`src/rtl/daq_frame_reader.sv`:
```
// Waits for a BUSY fall, then reads every channel of ADC_COUNT shared-bus ADCs into a FIFO as one packet (header + samples).
// Header appears 2 cycles after BUSY is first sampled low; a full FIFO drops words (ovf_o) and never stalls the ADC read.
module daq_frame_reader #(
  parameter int ADC_COUNT   = 1,
  parameter int CH_PER_ADC  = 8,
  parameter int DATA_W      = 16,
  parameter int RD_LOW_CYC  = 3,
  parameter int RD_HIGH_CYC = 3
) (
  input  logic                 clk_i,
  input  logic                 reset_n_i,
  input  logic                 en_i,
  input  logic                 busy_i,
  input  logic                 frstdata_i,
  input  logic [DATA_W-1:0]    db_i,
  output logic                 rd_n_o,
  output logic [ADC_COUNT-1:0] cs_n_o,
  output logic [DATA_W-1:0]    fifo_data_o,
  output logic                 fifo_wrreq_o,
  input  logic                 fifo_wrfull_i,
  output logic                 frame_done_o,
  output logic [7:0]           seq_o,
  output logic                 ovf_o,
  output logic                 frst_err_o,
  output logic                 miss_o
);

  typedef enum logic [2:0] {IDLE, HEADER, CS_SETUP, RD_LOW, RD_HIGH, CS_GAP, DONE} state_t;

  localparam logic [7:0] RD_LOW_LAST  = 8'(RD_LOW_CYC - 1);
  localparam logic [7:0] RD_HIGH_LAST = 8'(RD_HIGH_CYC - 1);
  localparam logic [2:0] CH_LAST      = 3'(CH_PER_ADC - 1);
  localparam logic [1:0] ADC_LAST     = 2'(ADC_COUNT - 1);

  state_t             state;
  logic               busy_s1, busy_s2, busy_fall;
  logic [7:0]         cyc_cnt;
  logic [2:0]         ch_cnt;
  logic [1:0]         adc_cnt;
  logic [7:0]         seq_cnt;
  logic               wr_pend;
  logic [DATA_W-1:0]  hdr_word;

  function automatic logic [ADC_COUNT-1:0] cs_sel(input logic [1:0] a);
    return ~(ADC_COUNT'(1) << a);
  endfunction

  always_comb begin
    hdr_word                 = '0;
    hdr_word[DATA_W-1 -: 8]  = 8'hA5;
    hdr_word[7:0]            = seq_cnt;
  end

  // The fall pulse is registered so the FSM never acts on a combinational edge term.
  always_ff @(posedge clk_i or negedge reset_n_i) begin
    if (!reset_n_i) begin
      busy_s1   <= 1'b0;
      busy_s2   <= 1'b0;
      busy_fall <= 1'b0;
    end else begin
      busy_s1   <= busy_i;
      busy_s2   <= busy_s1;
      busy_fall <= busy_s2 & ~busy_s1;
    end
  end

  // Full is judged in the write cycle itself, so a dropped word never reaches the FIFO.
  assign fifo_wrreq_o = wr_pend & ~fifo_wrfull_i;

  always_ff @(posedge clk_i or negedge reset_n_i) begin
    if (!reset_n_i) begin
      state        <= IDLE;
      rd_n_o       <= 1'b1;
      cs_n_o       <= '1;
      fifo_data_o  <= '0;
      wr_pend      <= 1'b0;
      frame_done_o <= 1'b0;
      seq_o        <= '0;
      seq_cnt      <= '0;
      ovf_o        <= 1'b0;
      frst_err_o   <= 1'b0;
      miss_o       <= 1'b0;
      cyc_cnt      <= '0;
      ch_cnt       <= '0;
      adc_cnt      <= '0;
    end else begin
      wr_pend      <= 1'b0;
      frame_done_o <= 1'b0;
      if (wr_pend && fifo_wrfull_i) ovf_o <= 1'b1;
      if (busy_fall && state != IDLE) miss_o <= 1'b1;

      case (state)
        IDLE: begin
          if (busy_fall && en_i) begin
            state       <= HEADER;
            fifo_data_o <= hdr_word;
            wr_pend     <= 1'b1;
            seq_o       <= seq_cnt;
            seq_cnt     <= seq_cnt + 8'd1;
            adc_cnt     <= '0;
          end
        end
        HEADER: begin
          state  <= CS_SETUP;
          cs_n_o <= cs_sel(adc_cnt);
        end
        CS_SETUP: begin
          state   <= RD_LOW;
          rd_n_o  <= 1'b0;
          cyc_cnt <= '0;
          ch_cnt  <= '0;
        end
        RD_LOW: begin
          if (cyc_cnt == RD_LOW_LAST) begin
            state       <= RD_HIGH;
            rd_n_o      <= 1'b1;
            cyc_cnt     <= '0;
            fifo_data_o <= db_i;
            wr_pend     <= 1'b1;
            if (frstdata_i != (ch_cnt == '0)) frst_err_o <= 1'b1;
          end else begin
            cyc_cnt <= cyc_cnt + 8'd1;
          end
        end
        RD_HIGH: begin
          if (cyc_cnt == RD_HIGH_LAST) begin
            cyc_cnt <= '0;
            if (ch_cnt == CH_LAST) begin
              state  <= CS_GAP;
              cs_n_o <= '1;
            end else begin
              state  <= RD_LOW;
              rd_n_o <= 1'b0;
              ch_cnt <= ch_cnt + 3'd1;
            end
          end else begin
            cyc_cnt <= cyc_cnt + 8'd1;
          end
        end
        CS_GAP: begin
          if (adc_cnt == ADC_LAST) begin
            state        <= DONE;
            frame_done_o <= 1'b1;
          end else begin
            state   <= CS_SETUP;
            adc_cnt <= adc_cnt + 2'd1;
            cs_n_o  <= cs_sel(adc_cnt + 2'd1);
          end
        end
        DONE:    state <= IDLE;
        default: state <= IDLE;
      endcase
    end
  end

endmodule
```
`config.mk`:
```
export PLATFORM = sky130hd
export DESIGN_NAME = daq_frame_reader
export DESIGN_NICKNAME = d
export VERILOG_FILES = /design/src/rtl/daq_frame_reader.sv
export SDC_FILE = /design/constraint.sdc
export NUM_CORES = 1
export LEC_CHECK = 0
export CAP_MARGIN = 10
export CORE_MARGIN = 2
export CORE_UTILIZATION = 40
export CTS_CLUSTER_SIZE = 20
export DETAILED_ROUTE_END_ITERATION = 7
export SYNTH_ARGS = -nofsm -noshare
export SYNTH_HDL_FRONTEND = slang
export SYNTH_SLANG_ARGS = --single-unit
```
`constraint.sdc`:
```
create_clock -name clk_i -period 4.94 [get_ports clk_i]
set_input_delay 0.494 -clock clk_i [delete_from_list [all_inputs] [get_ports clk_i]]
set_output_delay 0.494 -clock clk_i [all_outputs]
set_load 0.02 [all_outputs]
```
==> impl_summary.txt <==
----------------------------------------------------
[Worst setup path]
  Worst setup slack for register-to-register paths ... 2.33 ns
  Beginning of the worst register-to-register path ... state[0]$_DFFE_PN0P_
  Arr. time, crit path ... 2.82 ns
  Length in cells of the worst reg-to-reg path ... 4
  Worst setup path class ... flip-flop to flip-flop
  Kind of end point of the critical path ... flip-flop
  CP peak stage delay ... 0.79 ns
  Crit Reg-Reg Endpoint ... fifo_data_o[6]$_DFFE_PN0P_
  Worst Path Max Fanout ... 22
  Required arrival time at the worst endpoint ... 5.15 ns
  Setup crit end ... fifo_data_o[6]$_DFFE_PN0P_
  Setup crit start kind ... flip-flop
  Crit-path cells ... nor2_1 > and4b_1 > a21o_1 > mux2_2
  Beginning of the critical path ... state[0]$_DFFE_PN0P_
  Master of the slowest instance on the critical path ... and4b_1

[Global routing]
  First-pass GRT wire length ... 9240 µm
  GRT Residual Overflow ... 0
  Number of global-route vias before repair ... 1871
  Maximum number of pins on one net before global-route repair ... 59
  Global-route usage over all layers ... 15.9%
  Antenna violations before repair ... 0

[Route]
  Number of vias per cell after detailed routing ... 5.08
  Total Wirelength ... 5520 µm
  Routed WL per cell ... 14.6 µm
  Detailed-router iteration count before antenna repair ... 4
  Antenna violation net count after detailed routing ... 0
  Routed vias ... 1921
  Drt initial violations ... 65
  Post-detailed-route DRC marker count ... 0

[Floorplanning]
  Standard cell core area ... 6760 µm²
  # IOs ... 53
  Die height ... 87.3 µm
  Die area ... ~7600 µm²
  Initial core utilization ... 41.1%
  Chip Width ... 87.3 µm
  Row cnt ... 30

[Power and ir drop]
  Power Density ... roughly 280 nW/µm²
  Overall power of the completed layout ... 0.000979 W
  Leakage power ... roughly 1.6 nW
  Peak supply drop ... 0.138 mV

[Layout]
  Share of final-layout standard cells stronger than drive strength 1 ... roughly 16%
  Growth of design area from synthesis to finish ... 26.9%
  Area of the multi-input gates ... ~1200 µm²
  Storage cell area ... approximately 1500 µm²
  Number of nets in the layout ... ~320
  Fill cell total of the finished layout ... 613
  Fin area ... 3520 µm²
  Antenna Diode Count ... 0

[STA]
  Total negative slack ... 0 ns
  Number of hold violations in the final report ... 0
  Worst max-slew margin expressed relative to the limit ... 32.8%
  Final critical-path required period ... 2.61 ns
  Number of pins with negative max-slew slack in the final report ... 0
  Slew at the pin with the worst max-slew slack ... 1.01 ns
  Final setup violating endpoints ... 0
  Period Utilization, post-route ... 52.9%
  Clock Skew ... 0.00622 ns
  Unrepaired setup endpoints after global routing ... no
  Highest clock frequency the design can meet ... 382 MHz

[Synth]
  Cell Area, Synth ... 2780 µm²
  Dominant register cell in the synthesized netlist ... dfrtp_1
  Area share of the largest cell type after synthesis ... about half
  Most area-consuming cells after synthesis ... dfrtp_1 (50%), mux2_2 (11%), ha_1 (3.6%)
  Syn_nets ... 270
  Most used standard cell by instance count after synthesis ... dfrtp_1
  Biggest area consumer among synthesized cells ... dfrtp_1
  Instance count of the mapped netlist ... 240
  Synthesized area per cell ... 11.6 µm²
  Flops & latches, synth ... 58
  Async set-or-reset flop fraction in the synthesized netlist ... 100%
  Synth top cells by count ... dfrtp_1 (56), mux2_2 (26), inv_1 (17)
  Number of distinct library cells after synthesis ... 47
  Number of synthesized flops with an enable pin ... 0
  Ys Warns ... 0
  Sequential area share after synthesis ... between 50% and 60%

[Clock network]
  Buffer depth of the longest clock path ... 2
  CTS resizes ... 0
  Number of hold-repair buffers added at the cts stage ... 0
  Cts bufs inserted ... 9
  Cell at the root of the clock tree ... clkbuf_8
  Clk Latency, worst-skew pair ... 0.33 ns
  CTS tree ... yes
  Clock-pin slew of the registers on the worst-case setup and hold paths ... 0.07 ns
  Clock Sink Count ... 58
  CTS HTree Levels ... 3
  Postcts setup bufs ... 0

[Place]
  PortBufs ... 52
  RePlAce Congestion ... approximately 0.78
  Post-DP HPWL ... 3820 µm
  Placed Area ... 3320 µm²

[Job]
  Total of max-cap violations ... 0

[Run status]
  Result of the run ... complete, no violations

[Hold path]
  Type of the tightest min-delay check ... input port to async pin

----------------------------------------------------
-- layout make-up --
class                   instances  share of cell area (%)
clock inverters                 2                   0.995
inverters                      17                    1.81
multi-input cells             154                    33.6
well taps                      80                    2.84
flip-flops and latches         58                    41.3
clock buffers                  14                    4.62
repair buffers                 53                    14.9
-- kinds of logic (layout without fill, tap and decap cells) --
| kind of cell | after synthesis | in the layout | synth area share [%] |
|---|---|---|---|
| XOR/XNOR | 8 | 8 | 2.52 |
| multiplexers | 32 | 32 | 12.9 |
| AND/OR/NAND/NOR | 61 | 61 | 12.8 |
| buffers and inverters | 28 | 86 | 5.00 |
| flip-flops | 58 | 58 | 52.4 |
| AO/OA/AOI/OAI | 45 | 45 | 10.7 |
| adder cells (fa/ha/maj) | 8 | 8 | 3.61 |
-- routing by layer --
layer	global-route usage [%]	wire (µm)
met1	21.8	2660
met2	23.6	2580
met3	4.64	185
met4	6.71	85
met5	0	0
-- per-stage QoR --
step | setup WS (ns) | instances | hold slack (ns) | util (%)
2_1_floorplan | 2.85 | 240 | 0.198 | -
3_3_place_gp | 2.01 | 362 | 0.371 | 49.2
3_5_place_dp | 1.99 | 362 | 0.371 | 49.2
4_1_cts | 2.30 | 378 | 0.333 | 52.1
5_1_grt | 2.13 | 378 | 0.374 | 52.1
6_report | 2.33 | 378 | 0.318 | 52.1
-- power breakdown --
| part | switching [W] | total (W) | internal [W] |
|---|---|---|---|
| clock | 0.000175 | 0.000436 | 0.000260 |
| sequential | 0.00000437 | 0.000488 | 0.000483 |
| combinational | 0.0000255 | 0.0000561 | 0.0000305 |
-- cell usage in the layout, fill, tap and decap left out, drive strengths merged, types with 3 or more instances in the layout --
cell / instances
dfrtp: 56
clkbuf: 14
nand2: 16
mux2i: 5
mux2: 27
a22o: 3
xnor2: 7
nand4: 5
o211ai: 5
inv: 17
a31oi: 7
nand2b: 4
a21oi: 5
nor2b: 4
clkdlybuf4s50: 51
nor2: 11
o21ai: 10
a41oi: 3
ha: 8
nand3: 3
-- state kept, by name, summed over array words and instances (netlist names), 2 cells and up --
name,count
state,3
seq_o,8
fifo_data_o,16
adc_cnt,2
cyc_cnt,8
seq_cnt,8
ch_cnt,3
-- how the worst min path moves through the flow --
stage	end	cells after the start	slack (ns)
2_1_floorplan	adc_cnt[0]$_DFFE_PN0P_	0	0.20
3_3_place_gp	busy_s2$_DFF_PN0_	0	0.37
3_5_place_dp	busy_s2$_DFF_PN0_	0	0.37
4_1_cts	busy_s1$_DFF_PN0_	2	0.33
5_1_grt	fifo_data_o[7]$_DFFE_PN0P_	2	0.37
6_report	fifo_data_o[1]$_DFFE_PN0P_	2	0.32
-- critical path: cells and delay by family (launching register included) --
family	cells	cell delay, ns
simple gates	2	0.97
compound gates	1	0.61
flops	1	0.49
mux	1	0.41
Note: power is estimated with default switching activity, not from simulation.
==> RTL change (same settings) <==
The parameter `ADC_COUNT` goes from 1 to 2.
--- a/src/rtl/daq_frame_reader.sv
+++ b/src/rtl/daq_frame_reader.sv
@@ -2,5 +2,5 @@
 // Header appears 2 cycles after BUSY is first sampled low; a full FIFO drops words (ovf_o) and never stalls the ADC read.
 module daq_frame_reader #(
-  parameter int ADC_COUNT   = 1,
+  parameter int ADC_COUNT   = 2,
   parameter int CH_PER_ADC  = 8,
   parameter int DATA_W      = 16,
Ports: changed (resized cs_n_o); port bits go from 53 to 54. The function was not compared with the original's and may differ.
==> RTL change against the unedited design <==
- synthesized area up 2.9%
- setup slack better by 0.17 ns
- first-iteration DRC count up 43%
- cell area up 5.0%
- routed wire length up 11%
- via count up 9.4%
- sequential cell count up 1
- critical path type unchanged
- critical endpoint is now fifo_data_o[1]
Power is not compared: it rests on default switching activity, and its combinational part moved more than twofold at a synthesized area within 25%.
==> RTL change: results (changes against the unedited design) <==
- Largest register by flop count: fifo_data_o
- Status: completed
- GPL Wtd Cong: 0.773 (-0.36%)
- FF-to-FF Start: state[0]
- Initial DRC Count: 93 (+43%)
- Ranking of synthesized cells by area: dfrtp_1 (49%), nand2_1 (5.5%), mux2_2 (5.1%)
- Reg2Reg Capture Point: fifo_data_o[1]
- Rel. slew slack: 50.5% (+18 points)
- Critical path peak fanout: 20 (-9.1%)
- Synth cell count leaders: dfrtp_1 (56), nand2_1 (42), mux2_2 (13), o21ai_0 (11), ha_1 (10)
- Vias: 2,101 (+9.4%)
- Post_cts resized: 0 (unchanged)
- Sequential share of the synthesized area: 51.8% (-0.55 points)
- Port bufs: 53 (+1.9%)
- Syn_area_per_cell: 11.1 um2 (-4.3%)
- Drt first pass iters: 4 (unchanged)
- FF+latch area: 0.00148 mm2 (+1.8%)
- Fin Clk Skew: 0.00783 ns (+0.00161 ns)
- Hold Slack: 0.305 ns (-0.0130 ns)
- Clk_lat worst skew: 0.34 ns
- Worst Hold Class: in -> async
- LEAKAGE: 1.63 nW
- Arrival @ worst endpoint: 2.67 ns (-0.15 ns)
- Slowest stage delay, CP: 0.70 ns (-0.09 ns)
- Top layer in use: met4
- Clock slew at reported path FFs: 0.07 ns (about the same)
- DR vias/cell: 5.06 (-0.38%)
- Clock tree buffer depth: 2 (unchanged)
- DP HPWL: 4170 um (+9.3%)
- Final nets: 346 (+7.1%)
- Delay-heaviest family, CP: simple AND/OR/NAND/NOR gates
- CTS buffer count: 9 (unchanged)
- YS warnings: 0 (unchanged)
- Met3 Wirelength: 246 um (+33%)
- Synth cell types: 47 (unchanged)
- Max reg flops: 16 (unchanged)
- DRT met1 WL: 3100 um (+16%)
- Worst r2r path cells: 5 (+1)
- Fill cells: 611 (-0.33%)
- Antenna violations before repair: 0 (unchanged)
- Met2 wire len: 2640 um (+2.2%)
- R2R setup slack: 2.50 ns (+0.17 ns)
- Slowest-stage cell, CP: dfrtp_1
- Routed wire length: 6110 um (+11%)
- Ys async rst share: 100% (unchanged)
- Dpl cells: 399 (+10%)
- Antenna cells: 0 (unchanged)
- Largest net degree at the start of global routing: 60 (+1.7%)
- Layout cell share with drive strength beyond 1: 14.7% (-1.4 points)
- All-layer global routing usage: 16.8% (+0.88 points)
- Crit path kind: reg -> reg
- H-tree levels: 3 (unchanged)
- Setup Buffers After CTS: 0 (unchanged)
- Syn_nets: 290 (+7.4%)
- Placement-stage cell area: 0.00346 mm2 (+4.0%)
- Worst vdd ir: 0.262 mV
- Root Driver: clkbuf_8
- First-pass GRT wire length: 10,100 um (+9.2%)
[RTL change: cell count changes in the layout (fill, tap and decap cells not counted), sizes merged, moves of 3 or more]
| cell | unedited run | this run |
|---|---|---|
| nor3 | 2 | 6 |
| inv | 17 | 7 |
| a41oi | 3 | 0 |
| o211ai | 5 | 0 |
| mux2 | 27 | 18 |
| nand2 | 16 | 42 |
| nand3 | 3 | 8 |
| o22a | 0 | 4 |
[RTL change: kinds of logic (layout without fill, tap and decap cells)]
kind of cell / count (synthesis) / after routing / synth area share [%]
adders and majority gates: 10 / 10 / 4.38
and+or+nand+nor: 95 / 95 / 17.7
muxes: 22 / 22 / 9.16
xor gates and xnor gates: 10 / 10 / 3.07
DFF: 59 / 59 / 51.8
buffers and inverters: 17 / 78 / 3.07
AOI/OAI and AO/OA: 45 / 45 / 10.7
[RTL change: worst max path at each step]
stage | endpoint | slack (ns) | depth (start not counted)
floorplan | fifo_data_o[2] | 2.89 | 8
global placement | fifo_data_o[7] | 2.62 | 5
detailed placement | fifo_data_o[1] | 2.53 | 5
CTS | fifo_data_o[1] | 2.53 | 5
global route | cyc_cnt[5] | 2.30 | 4
finish | fifo_data_o[1] | 2.50 | 5
[RTL change: cell type report]
class / count / share of cell area, %
repair buffers: 54 / 14.4
flip-flops and latches: 59 / 40.0
clock inverters: 4 / 2.64
clock buffers: 12 / 3.92
well taps: 96 / 3.25
inverters: 8 / 0.947
multi-input cells: 182 / 34.8
[RTL change: metal layers]
metal	track usage [%]	vias up
met4	7.85	0
met3	4.10	10
met5	0	-
met1	23.7	1011
li1	-	1025
met2	24.4	55
[RTL change: report_power, final]
part	switching, mW	internal (mW)
logic	0.382	0.390
clock network	0.192	0.349
registers	0.126	0.615
total	0.700	1.35
